==> src/rtl/opl3_reg_wr_arbiter.sv <==
// OPL3 register-write arbiter: grants host or sequencer writes round-robin,
// emits one-cycle register write pulses spaced at least WR_GAP cycles apart.
// Optional feature macro: OPL3_REG_WR_SAMPLE_ALIGN_EN -- holds writes to key-on /
// rhythm registers (0xB0-0xB8, 0xBD) until the next sample_clk_en pulse.

package opl3_reg_wr_pkg;

  // Register write payload presented to the register file
  typedef struct packed {
    logic       valid;
    logic       bank_num;
    logic [7:0] address;
    logic [7:0] data;
  } opl3_reg_wr_t;

endpackage

module opl3_reg_wr_arbiter
  import opl3_reg_wr_pkg::*;
#(
  parameter int unsigned WR_GAP = 4
) (
  input  logic         clk,
  input  logic         reset,
  input  logic         host_valid,
  output logic         host_ready,
  input  logic         host_bank_num,
  input  logic [7:0]   host_address,
  input  logic [7:0]   host_data,
  input  logic         seq_valid,
  output logic         seq_ready,
  input  logic         seq_bank_num,
  input  logic [7:0]   seq_address,
  input  logic [7:0]   seq_data,
  input  logic         sample_clk_en,
  output opl3_reg_wr_t opl3_reg_wr,
  output logic         busy
);

  localparam int unsigned ADDR_W = 8;
  localparam int unsigned DATA_W = 8;
  localparam int unsigned CNT_W  = 8;
  // GAP lasts WR_GAP-2 cycles; the counter counts down to zero inclusive
  localparam logic [CNT_W-1:0] GAP_LOAD = (WR_GAP > 2) ? CNT_W'(WR_GAP - 3) : '0;
  localparam bit               NO_GAP   = (WR_GAP <= 2);

  typedef enum logic [1:0] {
    IDLE = 2'd0,
    HOLD = 2'd1,
    OUT  = 2'd2,
    GAP  = 2'd3
  } state_t;

  state_t              state;
  logic                last_seq;
  logic                pend_bank;
  logic [ADDR_W-1:0]   pend_addr;
  logic [DATA_W-1:0]   pend_data;
  logic [CNT_W-1:0]    gap_cnt;

  logic                grant_host;
  logic                grant_seq;
  logic                xfer_host;
  logic                xfer_seq;
  logic                sel_bank;
  logic [ADDR_W-1:0]   sel_addr;
  logic [DATA_W-1:0]   sel_data;
  logic                align_hit;

  // Round-robin grant: on contention the requester not granted last time wins
  assign grant_host = host_valid && (!seq_valid || last_seq);
  assign grant_seq  = seq_valid && (!host_valid || !last_seq);

  // Ready is a decode of the grant, so only offered while IDLE
  assign host_ready = (state == IDLE) && grant_host;
  assign seq_ready  = (state == IDLE) && grant_seq;

  assign xfer_host = host_valid && host_ready;
  assign xfer_seq  = seq_valid && seq_ready;

  // Payload of the transferring requester
  assign sel_bank = xfer_seq ? seq_bank_num : host_bank_num;
  assign sel_addr = xfer_seq ? seq_address  : host_address;
  assign sel_data = xfer_seq ? seq_data     : host_data;

`ifdef OPL3_REG_WR_SAMPLE_ALIGN_EN
  // Key-on / rhythm writes are aligned to the sample boundary
  assign align_hit = ((sel_addr >= 8'hB0) && (sel_addr <= 8'hB8)) || (sel_addr == 8'hBD);
`else
  assign align_hit = 1'b0;
`endif

  // Arbitration FSM with registered write output and busy flag
  always_ff @(posedge clk) begin
    if (reset) begin
      state       <= IDLE;
      last_seq    <= 1'b1;
      pend_bank   <= 1'b0;
      pend_addr   <= '0;
      pend_data   <= '0;
      gap_cnt     <= '0;
      opl3_reg_wr <= '0;
      busy        <= 1'b0;
    end else begin
      opl3_reg_wr.valid <= 1'b0;
      case (state)
        IDLE: begin
          if (xfer_host || xfer_seq) begin
            last_seq <= xfer_seq;
            busy     <= 1'b1;
            if (align_hit) begin
              pend_bank <= sel_bank;
              pend_addr <= sel_addr;
              pend_data <= sel_data;
              state     <= HOLD;
            end else begin
              opl3_reg_wr <= '{valid: 1'b1, bank_num: sel_bank, address: sel_addr, data: sel_data};
              state       <= OUT;
            end
          end
        end
        HOLD: begin
          if (sample_clk_en) begin
            opl3_reg_wr <= '{valid: 1'b1, bank_num: pend_bank, address: pend_addr, data: pend_data};
            state       <= OUT;
          end
        end
        OUT: begin
          if (NO_GAP) begin
            state <= IDLE;
            busy  <= 1'b0;
          end else begin
            gap_cnt <= GAP_LOAD;
            state   <= GAP;
          end
        end
        GAP: begin
          if (gap_cnt == '0) begin
            state <= IDLE;
            busy  <= 1'b0;
          end else begin
            gap_cnt <= gap_cnt - CNT_W'(1);
          end
        end
        default: begin
          state <= IDLE;
          busy  <= 1'b0;
        end
      endcase
    end
  end

endmodule

==> config.mk <==
export PLATFORM = sky130hd
export DESIGN_NAME = opl3_reg_wr_arbiter
export DESIGN_NICKNAME = d
export VERILOG_FILES = /design/src/rtl/opl3_reg_wr_arbiter.sv
export SDC_FILE = /design/constraint.sdc
export NUM_CORES = 1
export LEC_CHECK = 0
export ABC_CLOCK_PERIOD_IN_PS = 2400
export BUFFER_PORTS_ARGS = -buffer_cell sky130_fd_sc_hd__buf_2
export CAP_MARGIN = 0
export CORE_UTILIZATION = 40
export CTS_CLUSTER_SIZE = 40
export DETAILED_ROUTE_END_ITERATION = 10
export HOLD_SLACK_MARGIN = 0.15
export PLACE_DENSITY = 0.71
export SYNTH_ARGS = -nofsm -noshare
export SYNTH_HDL_FRONTEND = slang
export SYNTH_SLANG_ARGS = --single-unit
==> constraint.sdc <==
create_clock -name clk -period 2.4 [get_ports clk]
set_input_delay 0.24 -clock clk [delete_from_list [all_inputs] [get_ports clk]]
set_output_delay 0.24 -clock clk [all_outputs]
set_load 0.01 [all_outputs]
## Word level (Yosys, flattened, before mapping)

Index checks and enable logic that the tools add are counted.

| cells by class | value |
|---|---|
| $add $sub $neg | 1 |
| equal/unequal tests | 7 |
| multiplexer cells | 15 |
| reductions and logical operators | 22 |

Operator list:

| kind | number |
|---|---|
| 18-bit 2-to-1 mux | 2 |
| 18-bit one-hot mux with 2 select lines | 1 |
| 8-bit 2-to-1 mux | 3 |
| 8-bit one-hot mux with 2 select lines | 1 |
| 3-bit AND reduction | 3 |
| 8-bit zero test | 1 |
| 2-bit one-hot mux with 4 select lines | 1 |
| 8-bit by 1-bit subtractor with 8-bit output, second input constant | 1 |
| 1-bit logical AND | 6 |
| 2-bit 2-to-1 mux | 3 |
| 2-bit inequality test, second input constant | 3 |
| 2-bit nonzero test | 3 |
| 2-bit equality test, second input constant | 2 |
| 2-bit AND reduction | 2 |
| 1-bit zero test | 3 |
| 1-bit logical OR | 3 |
| 1-bit 2-to-1 mux | 3 |
| 2-bit by 1-bit equality test with 1-bit output, second input constant | 1 |
| 2-bit zero test | 1 |
| 2-bit by 1-bit inequality test with 1-bit output, second input constant | 1 |
| 1-bit one-hot mux with 2 select lines | 1 |

| word-level totals | value |
|---|---|
| register bits after elaboration | 30 |
| bits of input ports | 39 |
| output and inout port bits | 21 |
| word-level logic and storage cells | 53 |

## Depth between registers and ports, before layout

Gate-level depths: netlist (run 1).

| logic depth | value |
|---|---|
| depth in word-level cells | 8 |
| gate-level depth with buffers | 7 |
| depth with buffers taken out | 6 |

## Least setup slack after synthesis (run 1)

OpenSTA, ideal clock, no wires.

| path | value |
|---|---|
| kind | register to register |
| start point | register gap_cnt[0] |
| end point | register gap_cnt[3] |
| setup time | 0.091 ns |
| arrival time | 1.489 ns |
| data required time | 2.309 ns |
| slack | 0.820 ns |
| cell stages (with the launch flop) | 7 |
| buffers on the path | 0 |
| clock period less this slack | 1.580 ns |
| path through | dfxtp_1 > inv_1 > ha_1 > nor3b_1 > a21oi_1 > a41oi_1 > a311oi_1 |

| on the way | value |
|---|---|
| cells in the longest elaborated chain, start to end | 3 |
| elaborated cells between the ends (all ways) | 6 |
| those cells by class | 1 x add/sub; 1 x eq/ne; 2 x mux; 2 x reduce/logical |

Ends and longest elaborated chain:

| item | line | RTL |
|---|---|---|
| start: declaration | 59 | `logic [CNT_W-1:0] gap_cnt;` |
| start signal: assignment | 142 | `gap_cnt <= gap_cnt - CNT_W'(1);` |
| 8-bit by 1-bit subtractor with 8-bit output / 8-bit zero test (equally long branches) | 142, 138 |  |
| 8-bit 2-to-1 mux / 2-bit inequality test (equally long branches) | -- |  |
| 8-bit one-hot mux with 2 select lines / 2-bit AND reduction (equally long branches) | -- |  |

Parallel ways exist; a longest one is shown, timed or not. The select of a mux whose other input is x is not followed.
A chain may end at the register's enable or synchronous reset.

## Final worst setup path (run 1)

Ends and elaborated chain as after synthesis.

==> flow_metrics.tcl, run 1 <==
set metrics [dict create \
    path_clk_slew_ps 100 \
    cts_resized 0 \
    synth.most_common_cell "dfxtp_1" \
    hold_path_class "primary input to register" \
    r2r_start "gap_cnt[0]$_SDFFE_PP0P_" \
    peakVddDrop_v 0.0003715 \
    setup_viol 0 \
    crit_cells 6 \
    final_max_slew_viol_count 0 \
    ios 60 \
    drt-total-wl_microns 3120 \
    stdcell_area_sq_um 1788 \
    initial_core_util_pct 41.89 \
    ys_seq_area_share_pct 42.63 \
    syn_nets 188 \
    ys.flop_type "dfxtp_1" \
    yosysTopAreaCell "dfxtp_1" \
    cts_setup_buffers 0 \
    firstDrtPassIters 5 \
    slew-limit-headroom_pct 26.02 \
    power_density_nw_per_um2 705.8 \
    worstPathArrival_ps 2150 \
    grt_pass1_wl_microns 4788 \
    die_w_microns 61.35 \
    tns_ps 0 \
    layoutNonFillerInstCount 253 \
    synthTopCellsByArea "dfxtp_1 43%, mux2i_1 13%, o2bb2ai_1 11%" \
    avgViaCountPerCell 5.146 \
    diodes 0 \
    cp_cell_sequence "inv_1 -> ha_1 -> nor3b_1 -> a21oi_1 -> a41oi_1 -> a311oi_1" \
    cts.path.max_buffers 2 \
    crit_family "compound AO/OA/AOI/OAI gates" \
    reg2reg_slack_ps 480 \
    grt_use_total_pct 17.57 \
    place_inst 245 \
    area_growth_pct 26.91 \
    fin_hold_ws_ps 171.7 \
    grt_pass1_vias 1105 \
    wl_met1_microns 1495 \
    syn_area_sq_um 1409 \
    dieHeight_microns 61.35 \
    hold_violations 0 \
    nets 247 \
    endpoint "gap_cnt[3]$_SDFFE_PP0P_" \
    synth_top_area_share_pct 42.63 \
    drt-initial-drc-count 27 \
    wl_met3_microns 177 \
    reg2reg_depth 6 \
    crit_required_ps 2630 \
    place_area_sq_um 1710 \
    hp-start "seq_address[3]" \
    wire_per_inst_microns 12.33 \
    vias 1302 \
    timing.rr.end "gap_cnt[3]$_SDFFE_PP0P_" \
    utilization_pct 53.16 \
    path_max_fanout 8 \
    fmax_mhz 520.8 \
    dieArea_sq_um 3763 \
    cts.sinks 30 \
    avgSynthCellArea_sq_um 9.584 \
    numCtsBuffers 5 \
    cp-start-kind "register" \
    total_leakage_power_nw 0.9020 \
    htreeDepth 2 \
    io_buffers 59 \
    min_period_ps 1920 \
    dr.max_layer_used "met4" \
    rsz0062_at_grt "false" \
    yosysUniqueCellTypes 35 \
    drc 0 \
    slowest_stage "a21oi_1" \
    synthTopCellsByCount "30 x dfxtp_1, 18 x mux2i_1, 17 x o2bb2ai_1, 10 x nor2_1, 9 x nand2_1" \
    dp_hpwl_microns 2353 \
    yosysWarnings 0 \
    ctsHoldBuffers 0 \
    wl_met2_microns 1419 \
    ys_ff_latch 30 \
    skew_ps 4.890 \
    async_reset_ff_share_pct 0 \
    cp.buffers_inverters 1 \
    grt_max_degree 19 \
    synthCells 147 \
    grt-ovfl-total 0 \
    drv_cap 0 \
    synth-edff-count 0 \
    design.core.area_sq_um 3363 \
    antenna_found_initial 0 \
    cts_tree "done" \
    max_stage_delay_ps 530 \
    status "complete, no violations" \
    drive_gt1_share_pct 35.27 \
    detail-route-antenna-nets 0 \
    clk_latency_ps 320 \
    worst-setup-path-type "register to register" \
    root_buffer "clkbuf_4" \
    globalplace.congestion 0.8865 \
    worst_pin_slew_ps 1106 \
    rows 21 \
    worst_setup_path_end_kind "register" \
    startpoint "gap_cnt[0]$_SDFFE_PP0P_" \
    finalCritPeriodShare_pct 80.01 \
]
## routing by layer
| metal | global-route usage, % | vias to the layer above |
|---|---|---|
| li1 | - | 660 |
| met1 | 24.38 | 588 |
| met4 | 5.714 | 0 |
| met5 | 0 | - |
| met3 | 6.092 | 4 |
| met2 | 25.62 | 50 |
## where the power goes
part,total [mW],switching (mW),leakage (nW),internal [mW]
combinational,0.288,0.155,0.611,0.134
sequential,0.586,0.0379,0.246,0.548
clock,0.388,0.172,0.0450,0.216
## worst register-to-register path: cells and delay by family, from the launching register on
family	cells	cell delay, ps
simple gates	1	170
buf+inv	1	100
flops	1	390
fa+ha+maj	1	190
compound gates	3	990
## through the flow
step                      power, mW  setup WS [ps]
after floorplan              0.7916          819.9
after global placement       0.8830          510.7
after detailed placement     0.8853          522.1
after CTS                     1.274          498.2
after global routing          1.335          301.4
final                         1.262          479.9
## sequential cells by signal, indices dropped and copies added, names as in the netlist
name	count
gap_cnt	8
busy	1
last_seq	1
state	2
opl3_reg_wr	18
## cell usage in the layout (no fill, tap or decap)
| cell | synthesis | layout |
|---|---|---|
| and3_1 | 1 | 1 |
| a311oi_1 | 1 | 1 |
| dfxtp_1 | 30 | 30 |
| inv_1 | 8 | 8 |
| nor2b_1 | 3 | 3 |
| nor3_1 | 5 | 5 |
| clkinv_2 | 0 | 2 |
| nand3_1 | 2 | 2 |
| nand2_1 | 9 | 9 |
| o22a_1 | 1 | 1 |
| o2bb2ai_1 | 17 | 17 |
| or3_2 | 1 | 1 |
| and2_1 | 1 | 1 |
| a211oi_1 | 1 | 1 |
| a21oi_1 | 7 | 7 |
| a41oi_1 | 1 | 1 |
| o21ai_0 | 5 | 5 |
| buf_2 | 3 | 59 |
| or2_2 | 1 | 1 |
| nor4_1 | 3 | 3 |
| nand2b_1 | 1 | 1 |
| bufinv_16 | 0 | 1 |
| xor2_1 | 1 | 1 |
| ha_1 | 2 | 2 |
| a21o_1 | 2 | 2 |
| or3b_2 | 1 | 1 |
| nor2_1 | 10 | 10 |
| a2111oi_2 | 1 | 1 |
| mux2i_1 | 18 | 18 |
| nor3b_1 | 1 | 1 |
| clkbuf_4 | 0 | 5 |
| o221ai_1 | 1 | 1 |
| nand3b_1 | 1 | 1 |
| or4_4 | 1 | 1 |
| a31oi_1 | 2 | 2 |
| buf_4 | 0 | 1 |
## worst min path at each step
| stage | end | slack [ps] | cells past startpoint |
|---|---|---|---|
| after global placement | opl3_reg_wr[3]$_SDFFE_PP0P_ | 440 | 1 |
| after floorplan | opl3_reg_wr[0]$_SDFFE_PP0P_ | 420 | 2 |
| after detailed placement | opl3_reg_wr[15]$_SDFFE_PP0P_ | 440 | 1 |
| after CTS | opl3_reg_wr[11]$_SDFFE_PP0P_ | 170 | 3 |
| final | opl3_reg_wr[11]$_SDFFE_PP0P_ | 170 | 3 |
| after global routing | opl3_reg_wr[11]$_SDFFE_PP0P_ | 160 | 3 |
## cells by family (layout without fill, tap and decap cells)
| kind of cell | after synthesis | after routing | share of synthesized area (%) |
|---|---|---|---|
| flip-flops | 30 | 30 | 42.63 |
| AO/OA/AOI/OAI | 39 | 39 | 20.87 |
| XOR/XNOR | 1 | 1 | 0.6218 |
| AND/OR/NAND/NOR | 41 | 41 | 15.01 |
| buffers and inverters | 16 | 76 | 6.305 |
| adder cells (fa/ha/maj) | 2 | 2 | 1.776 |
| multiplexers | 18 | 18 | 12.79 |
## cell type report
class,count,area [sq um]
timing repair buffer,60,302.8
tap,46,57.56
inverter,8,30.03
clock buffer,5,37.54
fill,367,1575
sequential,30,600.6
multi-input combinational,101,719.4
clock inverter,3,40.04
(Power assumes the default switching activity.)
==> run 2, diff against run 1 <==
--- a/config.mk
+++ b/config.mk
@@ -5,14 +5,15 @@
 export SDC_FILE = /design/constraint.sdc
 export NUM_CORES = 1
 export LEC_CHECK = 0
-export ABC_CLOCK_PERIOD_IN_PS = 2400
+export ABC_AREA = 1
+export ABC_CLOCK_PERIOD_IN_PS = 2000
 export BUFFER_PORTS_ARGS = -buffer_cell sky130_fd_sc_hd__buf_2
 export CAP_MARGIN = 0
 export CORE_UTILIZATION = 40
 export CTS_CLUSTER_SIZE = 40
 export DETAILED_ROUTE_END_ITERATION = 10
 export HOLD_SLACK_MARGIN = 0.15
-export PLACE_DENSITY = 0.71
+export PLACE_DENSITY = 0.69
 export SYNTH_ARGS = -nofsm -noshare
 export SYNTH_HDL_FRONTEND = slang
 export SYNTH_SLANG_ARGS = --single-unit
==> constraint.sdc (replaced) <==
create_clock -name clk -period 2 [get_ports clk]
set_input_delay 0.2 -clock clk [delete_from_list [all_inputs] [get_ports clk]]
set_output_delay 0.2 -clock clk [all_outputs]
set_load 0.01 [all_outputs]
==> run 2 against run 1 <==
Net effect: clock power up 31%; final cell count up 29%; wire length up 6.9%; count of clock-buffer cells in the layout up 2; register-to-register slack better by 90 ps; largest cell class unchanged; non-clock buffer count unchanged.
==> flow_metrics.tcl, run 2 <==
set metrics [dict create \
    hold_violations 0 \
    dieHeight_microns 66.38 \
    drc 0 \
    path_max_fanout 36 \
    drt-total-wl_microns 3334 \
    hold_path_class "primary input to register" \
    cts.path.max_buffers 2 \
    initial_core_util_pct 41.45 \
    finalCritPeriodShare_pct 83.28 \
    tns_ps 0 \
    avgViaCountPerCell 4.770 \
    diodes 0 \
    synth-edff-count 0 \
    drv_cap 0 \
    cts_resized 0 \
    avgSynthCellArea_sq_um 7.675 \
    p_total_mw 2.219 \
    synth_simple_gate_area_share_pct 26.34 \
    setup_viol 0 \
    ys_ff_latch 30 \
    final_common_cell "buf_2" \
    ctsHoldBuffers 0 \
    cts_tree "done" \
    dp_hpwl_microns 2457 \
    ys_seq_area_share_pct 36.23 \
    dp_slack_ps 566.0 \
    grt_use_total_pct 16.90 \
    io_buffers 59 \
    firstDrtPassIters 4 \
    cts_setup_buffers 0 \
    antenna_found_initial 0 \
    total_leakage_power_nw 1.021 \
    reg_top3 "opl3_reg_wr: 18 flops, gap_cnt: 8 flops, state: 2 flops" \
    rows 23 \
    clk_latency_ps 280 \
    synthMuxAreaShare_pct 0 \
    drive_gt1_share_pct 37.68 \
    ios 60 \
    peakVddDrop_v 0.0004702 \
    synthTopCellsByArea "dfxtp_1 36%, nand2_1 10%, inv_1 7.0%" \
    grt_pass1_wl_microns 5685 \
    place_area_sq_um 1966 \
    synthCells 216 \
    cp-start-kind "register" \
    worst-setup-path-type "register to output pin" \
    wire_per_inst_microns 10.23 \
    nets 316 \
    regMostFlops "opl3_reg_wr" \
    mostFrequentLayoutCells "59 x buf_2, 45 x nand2_1, 31 x inv_1" \
    status "complete, no violations" \
    yosysTopAreaCell "dfxtp_1" \
    largest_reg_flops 18 \
    area_growth_pct 24.08 \
    htreeDepth 2 \
    globalplace.congestion 0.7884 \
    stdcell_area_sq_um 2057 \
    drt-initial-drc-count 28 \
    worstPathArrival_ps 1470 \
    power_density_nw_per_um2 1079 \
    grt_pass1_vias 1355 \
    yosysUniqueCellTypes 31 \
    grt_max_degree 37 \
    crit_required_ps 1800 \
    final_max_slew_viol_count 0 \
    syn_nets 257 \
    synth_compound_area_share_pct 23.62 \
    async_reset_ff_share_pct 0 \
    die_w_microns 66.38 \
    syn_area_sq_um 1658 \
    slew-limit-headroom_pct 72.30 \
    ys.flop_type "dfxtp_1" \
    synth_xor_area_share_pct 1.057 \
    setup_ws_ps 334.3 \
    synth-adder-area-share_pct 1.509 \
    cts.sinks 30 \
    dieArea_sq_um 4406 \
    min_period_ps 1666 \
    synth.most_common_cell "nand2_1" \
    worst_setup_path_end_kind "output pin" \
    yosysWarnings 0 \
    skew_ps 3.849 \
    root_buffer "clkbuf_8" \
    detail-route-antenna-nets 0 \
    synth_top_area_share_pct 36.23 \
    fillerInstances 388 \
    reg2reg_slack_ps 570 \
    fmax_mhz 600.3 \
    synthTopCellsByCount "45 x nand2_1, 31 x inv_1, 30 x dfxtp_1, 17 x a21oi_1, 13 x nand3_1" \
    synth_top_family_by_area "simple AND/OR/NAND/NOR gates" \
    grt-ovfl-total 0 \
    path_clk_slew_ps 70 \
    design.core.area_sq_um 4000 \
    numCtsBuffers 5 \
    rsz0062_at_grt "false" \
    worst_pin_slew_ps 415.5 \
    vias 1555 \
]
==> run 2: power by group <==
part	internal (mW)	leakage, nW	total, mW	switching (mW)
Combinational	0.348	0.726	0.902	0.555
Clock	0.277	0.0482	0.509	0.232
Sequential	0.720	0.246	0.808	0.0878
Total	1.34	1.02	2.22	0.874
==> run 2: layout make-up <==
| type | count | area (sq um) | share of cell area (%) |
|---|---|---|---|
| multi-input combinational | 145 | 870.8 | 42.34 |
| sequential | 30 | 600.6 | 29.20 |
| timing repair buffer | 60 | 302.8 | 14.72 |
| inverter | 33 | 128.9 | 6.265 |
| clock buffer | 7 | 86.33 | 4.197 |
| tap | 50 | 62.56 | 3.041 |
| clock inverter | 1 | 5.005 | 0.2433 |
==> run 2: layer usage <==
| layer | GRT usage [%] | part of all wire (%) | vias up |
|---|---|---|---|
| met1 | 21.09 | 48 | 678 |
| met4 | 7.979 | 1.8 | 0 |
| met5 | 0 | 0 | - |
| li1 | - | - | 823 |
| met2 | 26.15 | 44 | 49 |
| met3 | 5.345 | 6.2 | 5 |
==> run 2: through the flow <==
step / hold slack (ps) / std cells / utilization, %
after floorplan: 413.1 / 216 / -
after global placement: 429.8 / 318 / 49.14
after detailed placement: 436.5 / 318 / 49.14
after CTS: 224.1 / 326 / 51.42
after global routing: 234.6 / 326 / 51.42
final: 228.1 / 326 / 51.42
==> run 2: worst max-delay path, cell delays in order (launching register included) <==
cell	delay (ps)
dfxtp_1	390
nor2_4	180
nand3_4	340
inv_1	130
buf_2	140
==> run 2: kinds of logic after synthesis <==
kind of cell / count (synthesis)
AND/OR/NAND/NOR: 91
AO/OA/AOI/OAI: 50
buffers and inverters: 41
flip-flops: 30
XOR/XNOR: 2
adder cells (fa/ha/maj): 2
==> run 2: worst paths after layout <==
| kind | from | to | depth (start not counted) |
|---|---|---|---|
| setup / recovery | state[0]$_SDFFE_PP0P_ | seq_ready | 4 |
| setup reg to reg | state[0]$_SDFFE_PP0P_ | opl3_reg_wr[15]$_SDFFE_PP0P_ | 4 |
| hold reg to reg | busy$_SDFFE_PP0P_ | busy$_SDFFE_PP0P_ | 2 |
| hold / removal | seq_data[5] | opl3_reg_wr[5]$_SDFFE_PP0P_ | 3 |
